<file path="config.mk">
export PLATFORM = sky130hd
export DESIGN_NAME = operand_entry
export DESIGN_NICKNAME = d
export VERILOG_FILES = /design/src/rtl/operand_entry.sv
export SDC_FILE = /design/constraint.sdc
export NUM_CORES = 1
export LEC_CHECK = 0
export ABC_AREA = 1
export BUFFER_PORTS_ARGS = -buffer_cell sky130_fd_sc_hd__buf_4
export CAP_MARGIN = 0
export CORE_ASPECT_RATIO = 1.4
export CORE_MARGIN = 8
export CORE_UTILIZATION = 50
export DETAILED_ROUTE_END_ITERATION = 8
export PLACE_DENSITY_LB_ADDON = 0.3
export SLEW_MARGIN = 5
export SYNTH_ARGS = -nofsm -noshare
export SYNTH_HDL_FRONTEND = slang
export SYNTH_SLANG_ARGS = --single-unit
</file>
<file path="constraint.sdc">
create_clock -name clk -period 1.69 [get_ports clk]
set_input_delay 0.0845 -clock clk [delete_from_list [all_inputs] [get_ports clk]]
set_output_delay 0.0845 -clock clk [all_outputs]
set_load 0.01 [all_outputs]
</file>
<file path="src/rtl/operand_entry.sv">
// operand_entry: sequential operand/op-code entry front end.
//   Collects m, n (4 bits each) and choose (3 bits) from the switches one
//   field at a time. btn_next latches the current field and advances;
//   btn_back steps back one field. start pulses for one cycle on the final
//   latch.
// Build option: `OPERAND_ENTRY_DEBOUNCE_EN enables the button debouncers.
//   When it is undefined, the debounced level is the synchronized level.
// Ports:
//   clk, rst               clock, async active-high reset
//   sw[3:0]                raw switches (asynchronous)
//   btn_next, btn_back     raw push-buttons (asynchronous, active-high)
//   m, n, choose           stored operands / operation code
//   start                  one-cycle pulse when entry completes
//   entry_done             high while in S_SHOW
//   stage, stage_led       current field (binary / one-hot)
module operand_entry #(
  parameter int DEBOUNCE_CYCLES = 1000000
) (
  input  logic       clk,
  input  logic       rst,
  input  logic [3:0] sw,
  input  logic       btn_next,
  input  logic       btn_back,
  output logic [3:0] m,
  output logic [3:0] n,
  output logic [2:0] choose,
  output logic       start,
  output logic       entry_done,
  output logic [1:0] stage,
  output logic [3:0] stage_led
);

  typedef enum logic [1:0] {
    S_M    = 2'd0,
    S_N    = 2'd1,
    S_OP   = 2'd2,
    S_SHOW = 2'd3
  } state_t;

  if (DEBOUNCE_CYCLES < 2) begin : g_bad_cfg
    $error("DEBOUNCE_CYCLES must be >= 2");
  end

  // Button vectors: bit 0 = next, bit 1 = back
  logic [3:0] r_sw_s1, r_sw_s2;
  logic [1:0] r_btn_s1, r_btn_s2;
  logic [1:0] w_btn_deb;
  logic [1:0] r_btn_prev;
  logic [1:0] w_rise;
  logic       w_evt_next, w_evt_back;

  always_ff @(posedge clk or posedge rst) begin
    if (rst) begin
      r_sw_s1  <= '0;
      r_sw_s2  <= '0;
      r_btn_s1 <= '0;
      r_btn_s2 <= '0;
    end else begin
      r_sw_s1  <= sw;
      r_sw_s2  <= r_sw_s1;
      r_btn_s1 <= {btn_back, btn_next};
      r_btn_s2 <= r_btn_s1;
    end
  end

`ifdef OPERAND_ENTRY_DEBOUNCE_EN
  localparam int CW = $clog2(DEBOUNCE_CYCLES);

  logic [1:0]    r_btn_deb;
  logic [CW-1:0] r_cnt [2];

  // Count while synced and debounced levels disagree; accept the new level
  // after DEBOUNCE_CYCLES consecutive disagreeing cycles.
  always_ff @(posedge clk or posedge rst) begin
    if (rst) begin
      r_btn_deb <= '0;
      for (int unsigned i = 0; i < 2; i++) r_cnt[i] <= '0;
    end else begin
      for (int unsigned i = 0; i < 2; i++) begin
        if (r_btn_s2[i] != r_btn_deb[i]) begin
          if (r_cnt[i] == CW'(DEBOUNCE_CYCLES - 1)) begin
            r_btn_deb[i] <= r_btn_s2[i];
            r_cnt[i]     <= '0;
          end else begin
            r_cnt[i] <= r_cnt[i] + 1'b1;
          end
        end else begin
          r_cnt[i] <= '0;
        end
      end
    end
  end

  assign w_btn_deb = r_btn_deb;
`else
  assign w_btn_deb = r_btn_s2;
`endif

  always_ff @(posedge clk or posedge rst) begin
    if (rst) r_btn_prev <= '0;
    else     r_btn_prev <= w_btn_deb;
  end

  // Rising edges only; simultaneous presses cancel each other.
  assign w_rise     = w_btn_deb & ~r_btn_prev;
  assign w_evt_next = w_rise[0] & ~w_rise[1];
  assign w_evt_back = w_rise[1] & ~w_rise[0];

  state_t     r_state, w_state_nx;
  logic       w_ld_m, w_ld_n, w_ld_c, w_start_nx;
  logic [3:0] r_m, r_n;
  logic [2:0] r_choose;
  logic       r_start;

  always_ff @(posedge clk or posedge rst) begin
    if (rst) begin
      r_state  <= S_M;
      r_m      <= '0;
      r_n      <= '0;
      r_choose <= '0;
      r_start  <= 1'b0;
    end else begin
      r_state <= w_state_nx;
      r_start <= w_start_nx;
      if (w_ld_m) r_m      <= r_sw_s2;
      if (w_ld_n) r_n      <= r_sw_s2;
      if (w_ld_c) r_choose <= r_sw_s2[2:0];
    end
  end

  always_comb begin
    w_state_nx = r_state;
    w_ld_m     = 1'b0;
    w_ld_n     = 1'b0;
    w_ld_c     = 1'b0;
    w_start_nx = 1'b0;
    case (r_state)
      S_M: begin
        if (w_evt_next) begin
          w_ld_m     = 1'b1;
          w_state_nx = S_N;
        end
      end
      S_N: begin
        if (w_evt_next) begin
          w_ld_n     = 1'b1;
          w_state_nx = S_OP;
        end else if (w_evt_back) begin
          w_state_nx = S_M;
        end
      end
      S_OP: begin
        if (w_evt_next) begin
          w_ld_c     = 1'b1;
          w_start_nx = 1'b1;
          w_state_nx = S_SHOW;
        end else if (w_evt_back) begin
          w_state_nx = S_N;
        end
      end
      S_SHOW: begin
        if (w_evt_next)      w_state_nx = S_M;
        else if (w_evt_back) w_state_nx = S_OP;
      end
      default: w_state_nx = S_M;
    endcase
  end

  assign m          = r_m;
  assign n          = r_n;
  assign choose     = r_choose;
  assign start      = r_start;
  assign stage      = r_state;
  assign entry_done = (r_state == S_SHOW);
  assign stage_led  = 4'b0001 << r_state;

endmodule

</file>
# --- Yosys cells after proc, flatten, opt, wreduce, memory -nomap -nowiden ---
# Index checks and enable logic that the tools add are counted.
# Widths: inputs -> output; s select.
op_classes:
  n_mux: 12
  n_eq_ne: 7
  shifts: 1
  reduce_logical: 2
  bitwise: 6
ops:
  columns: ["operator", "n"]
  rows:
  - ["$mux 2", 7]
  - ["$pmux 2 s4", 1]
  - ["$ne 3x3->1 const B", 2]
  - ["$eq 2x2->1 const B", 2]
  - ["$mux 1", 4]
  - ["$reduce_and 4->1", 1]
  - ["$shl 1x2->4 const A", 1]
  - ["$ne 3x1->1 const B", 1]
  - ["$and 1x1->1", 2]
  - ["$and 2x2->2", 1]
  - ["$eq 2x1->1 const B", 1]
  - ["$logic_not 2->1", 1]
  - ["$ne 2x2->1 const B", 1]
  - ["$not 1->1", 2]
  - ["$not 2->2", 1]
word_totals:
  reg_bits: 28
  word_cells: 38
  in_bits: 8
  output_inout_bits: 19

# --- Logic depth before layout (Yosys ltp) ---
depth:
  depth_word: 7
  mapped_depth: 10
  ltp_nobuf: 10

# --- Least setup slack after synthesis ---
# Ideal clock, no wire load.
synth_timing:
  kind: "register -> register"
  startpoint: "reg r_btn_prev[1]"
  endpoint: "reg r_state[0], in the netlist stage[0]"
  synth_period_minus_slack_ns: 1.249
  required_time_ns: 1.574
  setup_time_ns: 0.116
  stages_incl_launch_ff: 10
  setup_slack_ns: 0.441
  arrival_time_ns: 1.132
  n_path_buf: 0
  path_cell_list: "dfrtp_1 > nor2_1 > inv_1 > ha_1 > inv_1 > nand2_1 > nand2_1 > nand2_1 > nand2_1 > nand2_1"
synth_between:
  elab_chain_cells: 6
  elab_cells_between_ends: 14
  classes_between: "4 x eq/ne; 4 x mux; 5 x bitwise; 1 x reduce/logical"
synth_lines:
  columns: ["item", "line", "text"]
  rows:
  - ["start, declared", "48", "logic [1:0] r_btn_prev;"]
  - ["start signal, assigned", "101", "else r_btn_prev <= w_btn_deb;"]
  - ["$not 2->2 *", "105", "assign w_rise = w_btn_deb & ~r_btn_prev;"]
  - ["$and 2x2->2 *", "105", null]
  - ["$not 1->1", "106", "assign w_evt_next = w_rise[0] & ~w_rise[1];"]
  - ["$and 1x1->1", "106", null]
  - ["$ne 3x3->1 (no source line), or another cell as far along", null, null]
  - ["$reduce_and 4->1 (no source line) or $pmux 2 s4 (tied branches)", null, null]
  - ["end signal, assigned", "123", "r_state <= w_state_nx;"]
  - ["end, declared", "109", "state_t r_state, w_state_nx;"]
# Every way passes the cells marked *; elsewhere a longest branch is shown, timed or not.
# A chain may end at the register's enable or synchronous reset.

# --- Worst setup path in the final report ---
layout_timing:
  startpoint: "reg r_state[0], in the netlist stage[0]"
  endpoint: "out entry_done"
layout_between:
  elab_chain_cells: 1
layout_lines:
  columns: ["item", "line", "text"]
  rows:
  - ["$eq 2x2->1", "174", "assign entry_done = (r_state == S_SHOW);"]
  - ["end, declared", "28", "output logic entry_done,"]
# No other way between the ends.

==> out/summary.txt <==
Fin crit share: 86.55%
Vias per cell: 5.019
Initial DRC count: 23
Sequential share of the synthesized area: 66.35%
Nets: 145
Clock Sinks: 28
Core box area: 1973 um^2
Post_cts resized: 0
Worst Clk Skew: 0.001600 ns
Reg2Reg Depth: 9
Global route overflow: 0
R2R Path End: stage[0]$_DFFE_PP0P_
Routing usage on met3: 3.814%
Yosys synthesis warning count: 0
First-pass GRT wire length: 3394 um
Highest clock rate: 683.7 MHz
Worst Path Arrival: 1.38 ns
Tightest Hold Check Type: in2async
Min Clock Period, post-route: 1.463 ns
Skew-Pair Late Insertion Delay: 0.33 ns
Post-Place Cells: 144
Hold Violations, Final: 0
N_diodes: 0
DRC viols: 0
Yosys cell types: 16
Unrepaired setup endpoints after global routing: no
Setup tns final: 0 ns
Syn Area/Cell: 10.78 um^2
Worst path required time: 1.61 ns
Max Cap Viol: 0
Post-Synthesis Cells: 98
Outcome: finished clean
RePlAce Congestion: 0.7934
Post-CTS setup buffers: 0
Syn_nets: 108
Routed WL: 2035 um
Drt wl/cell: 13.13 um
Worst VDD drop: 916.4 uV
CTS buffer count: 3
Setup Viol. Count Final: 0
Max FO, Critical Path: 9
Vias in the first global route: 786
Share of layout cells above drive strength 1: 32.84%
Reg2reg start: r_btn_prev[1]$_DFF_PP0_
Bufs on Longest Clock Path: 2
WS Path Type: reg2out
Die area: 3859 um^2
Initial core utilization: 53.52%
Worst-Margin Slew: 0.3714 ns
Netlist Area Pre-Place: 1056 um^2
Rel. slew slack: 75.24%
LEAKAGE: 0.7529 nW
Row count: 19
Synthesis-to-layout area growth: 31.87%
Largest net degree at the start of global routing: 29
DPL Wire Length: 1509 um
Worst R2R Setup Slack: 0.27 ns
Clock tree from TritonCTS: yes
Critical Path Sink Type: primary output
Finished Layout Cells: 155
Post-CTS Hold Buffers: 7
Chip Width: 54.84 um
Startpoint types: flop
GR Util met1: 11.44%
Initial antenna violation count: 0
Height of the die: 70.38 um
Routed vias: 778
Pre-antenna DRT Iters: 4
Number of I/O pins: 27
CTS HTree Levels: 1
GR Layer Usage met2: 19.47%
Antenna viol nets, final: 0
P per Cell Area: 1577 nW/um^2
GR peak layer: met2
#FFs+latches synth: 28
Port Buf Inserts: 26
Total GRT Usage: 11.56%
Final Max Slew Viols: 0
Clock transition at path regs: 0.14 ns
Root Buffer: clkbuf_4
placed cells by master (no fill, tap or decap):
cell           netlist  final
o21ai_1              4      4
o21ai_0              5      5
nand2_2              3      3
inv_1               12     12
nor3_1               2      2
nor2_2               1      1
dlygate4sd3_1        0      7
nor2_4               2      2
nand3_1              5      5
clkbuf_4             0      3
nand2_1             22     22
o21ai_2              3      3
ha_1                 2      2
nand2_4              1      1
inv_2                3      3
buf_4                2     27
bufinv_16            0      1
nor2_1               3      3
dfrtp_1             28     28
sequential cells by signal, indices dropped and copies added (netlist names):
signal / flops
r_btn_s2: 2
r_btn_prev: 2
start: 1
n: 4
r_btn_s1: 2
stage: 2
m: 4
choose: 3
r_sw_s1: 4
r_sw_s2: 4
critical path, cell delays in order (launching register included):
cell and delay (ns):
dfrtp_1 0.59, nand2_1 0.22, inv_1 0.11, buf_4 0.12
report_power, final:
part / internal, mW / switching (mW)
Sequential: 0.830 / 0.135
Clock: 0.240 / 0.192
Combinational: 0.385 / 0.414
cell usage after synthesis:
| cell | number | area share [%] |
|---|---|---|
| dfrtp_1 | 28 | 66 |
| nand2_1 | 22 | 7.8 |
| inv_1 | 12 | 4.3 |
| nand3_1 | 5 | 2.4 |
| o21ai_0 | 5 | 2.4 |
| o21ai_1 | 4 | 1.9 |
| inv_2 | 3 | 1.1 |
| nand2_2 | 3 | 1.8 |
| nor2_1 | 3 | 1.1 |
| o21ai_2 | 3 | 2.5 |
| buf_4 | 2 | 1.4 |
| ha_1 | 2 | 2.4 |
| nor2_4 | 2 | 2.1 |
| nor3_1 | 2 | 0.95 |
| nand2_4 | 1 | 1.1 |
| nor2_2 | 1 | 0.59 |
stage by stage:
| step | hold slack (ns) | util (%) | worst slack [ns] | cell area, um^2 | total power [mW] |
|---|---|---|---|---|---|
| 3_3_place_gp | 0.1600 | 64.36 | 0.3852 | 1270 | 1.745 |
| 6_report | 0.3498 | 70.58 | 0.2273 | 1393 | 2.196 |
| 3_5_place_dp | 0.1713 | 64.36 | 0.2859 | 1270 | 1.780 |
| 4_1_cts | 0.3668 | 70.58 | 0.2299 | 1393 | 2.222 |
| 5_1_grt | 0.3668 | 70.58 | 0.1308 | 1393 | 2.342 |
| 2_1_floorplan | 0.1159 | - | 0.4412 | 1056 | 1.396 |
cells by family (layout without fill, tap and decap cells):
kind of cell	after synthesis	count (layout)	synth area share, %
flip-flops	28	28	66.35
AND/OR/NAND/NOR	39	39	17.77
AO/OA/AOI/OAI	12	12	6.754
adder cells (fa/ha/maj)	2	2	2.369
buffers and inverters	17	53	6.753
layout make-up:
cell class	instances	area, um^2
clock buffers	3	22.52
inverters	15	56.30
repair buffers	34	272.8
clock inverters	1	30.03
flip-flops and latches	28	700.7
well taps	21	26.28
fillers	169	580.6
multi-input cells	53	284.0
routing by layer:
| metal | share of wire (%) | up-vias |
|---|---|---|
| met1 | 37 | 363 |
| met2 | 51 | 37 |
| met3 | 8.6 | 7 |
| li1 | - | 371 |
| met4 | 2.9 | 0 |
| met5 | 0 | - |
worst max-delay path by stage:
stage	from	end	slack [ns]	depth (start not counted)
after floorplan	r_btn_prev[1]$_DFF_PP0_	stage[0]$_DFFE_PP0P_	0.44	9
after global placement	r_btn_prev[1]$_DFF_PP0_	stage[0]$_DFFE_PP0P_	0.39	9
after detailed placement	r_btn_prev[1]$_DFF_PP0_	stage[0]$_DFFE_PP0P_	0.29	9
after CTS	stage[0]$_DFFE_PP0P_	entry_done	0.23	3
after global routing	r_btn_s2[1]$_DFF_PP0_	stage[0]$_DFFE_PP0P_	0.13	10
final	stage[0]$_DFFE_PP0P_	entry_done	0.23	3
(Power assumes the default switching activity.)
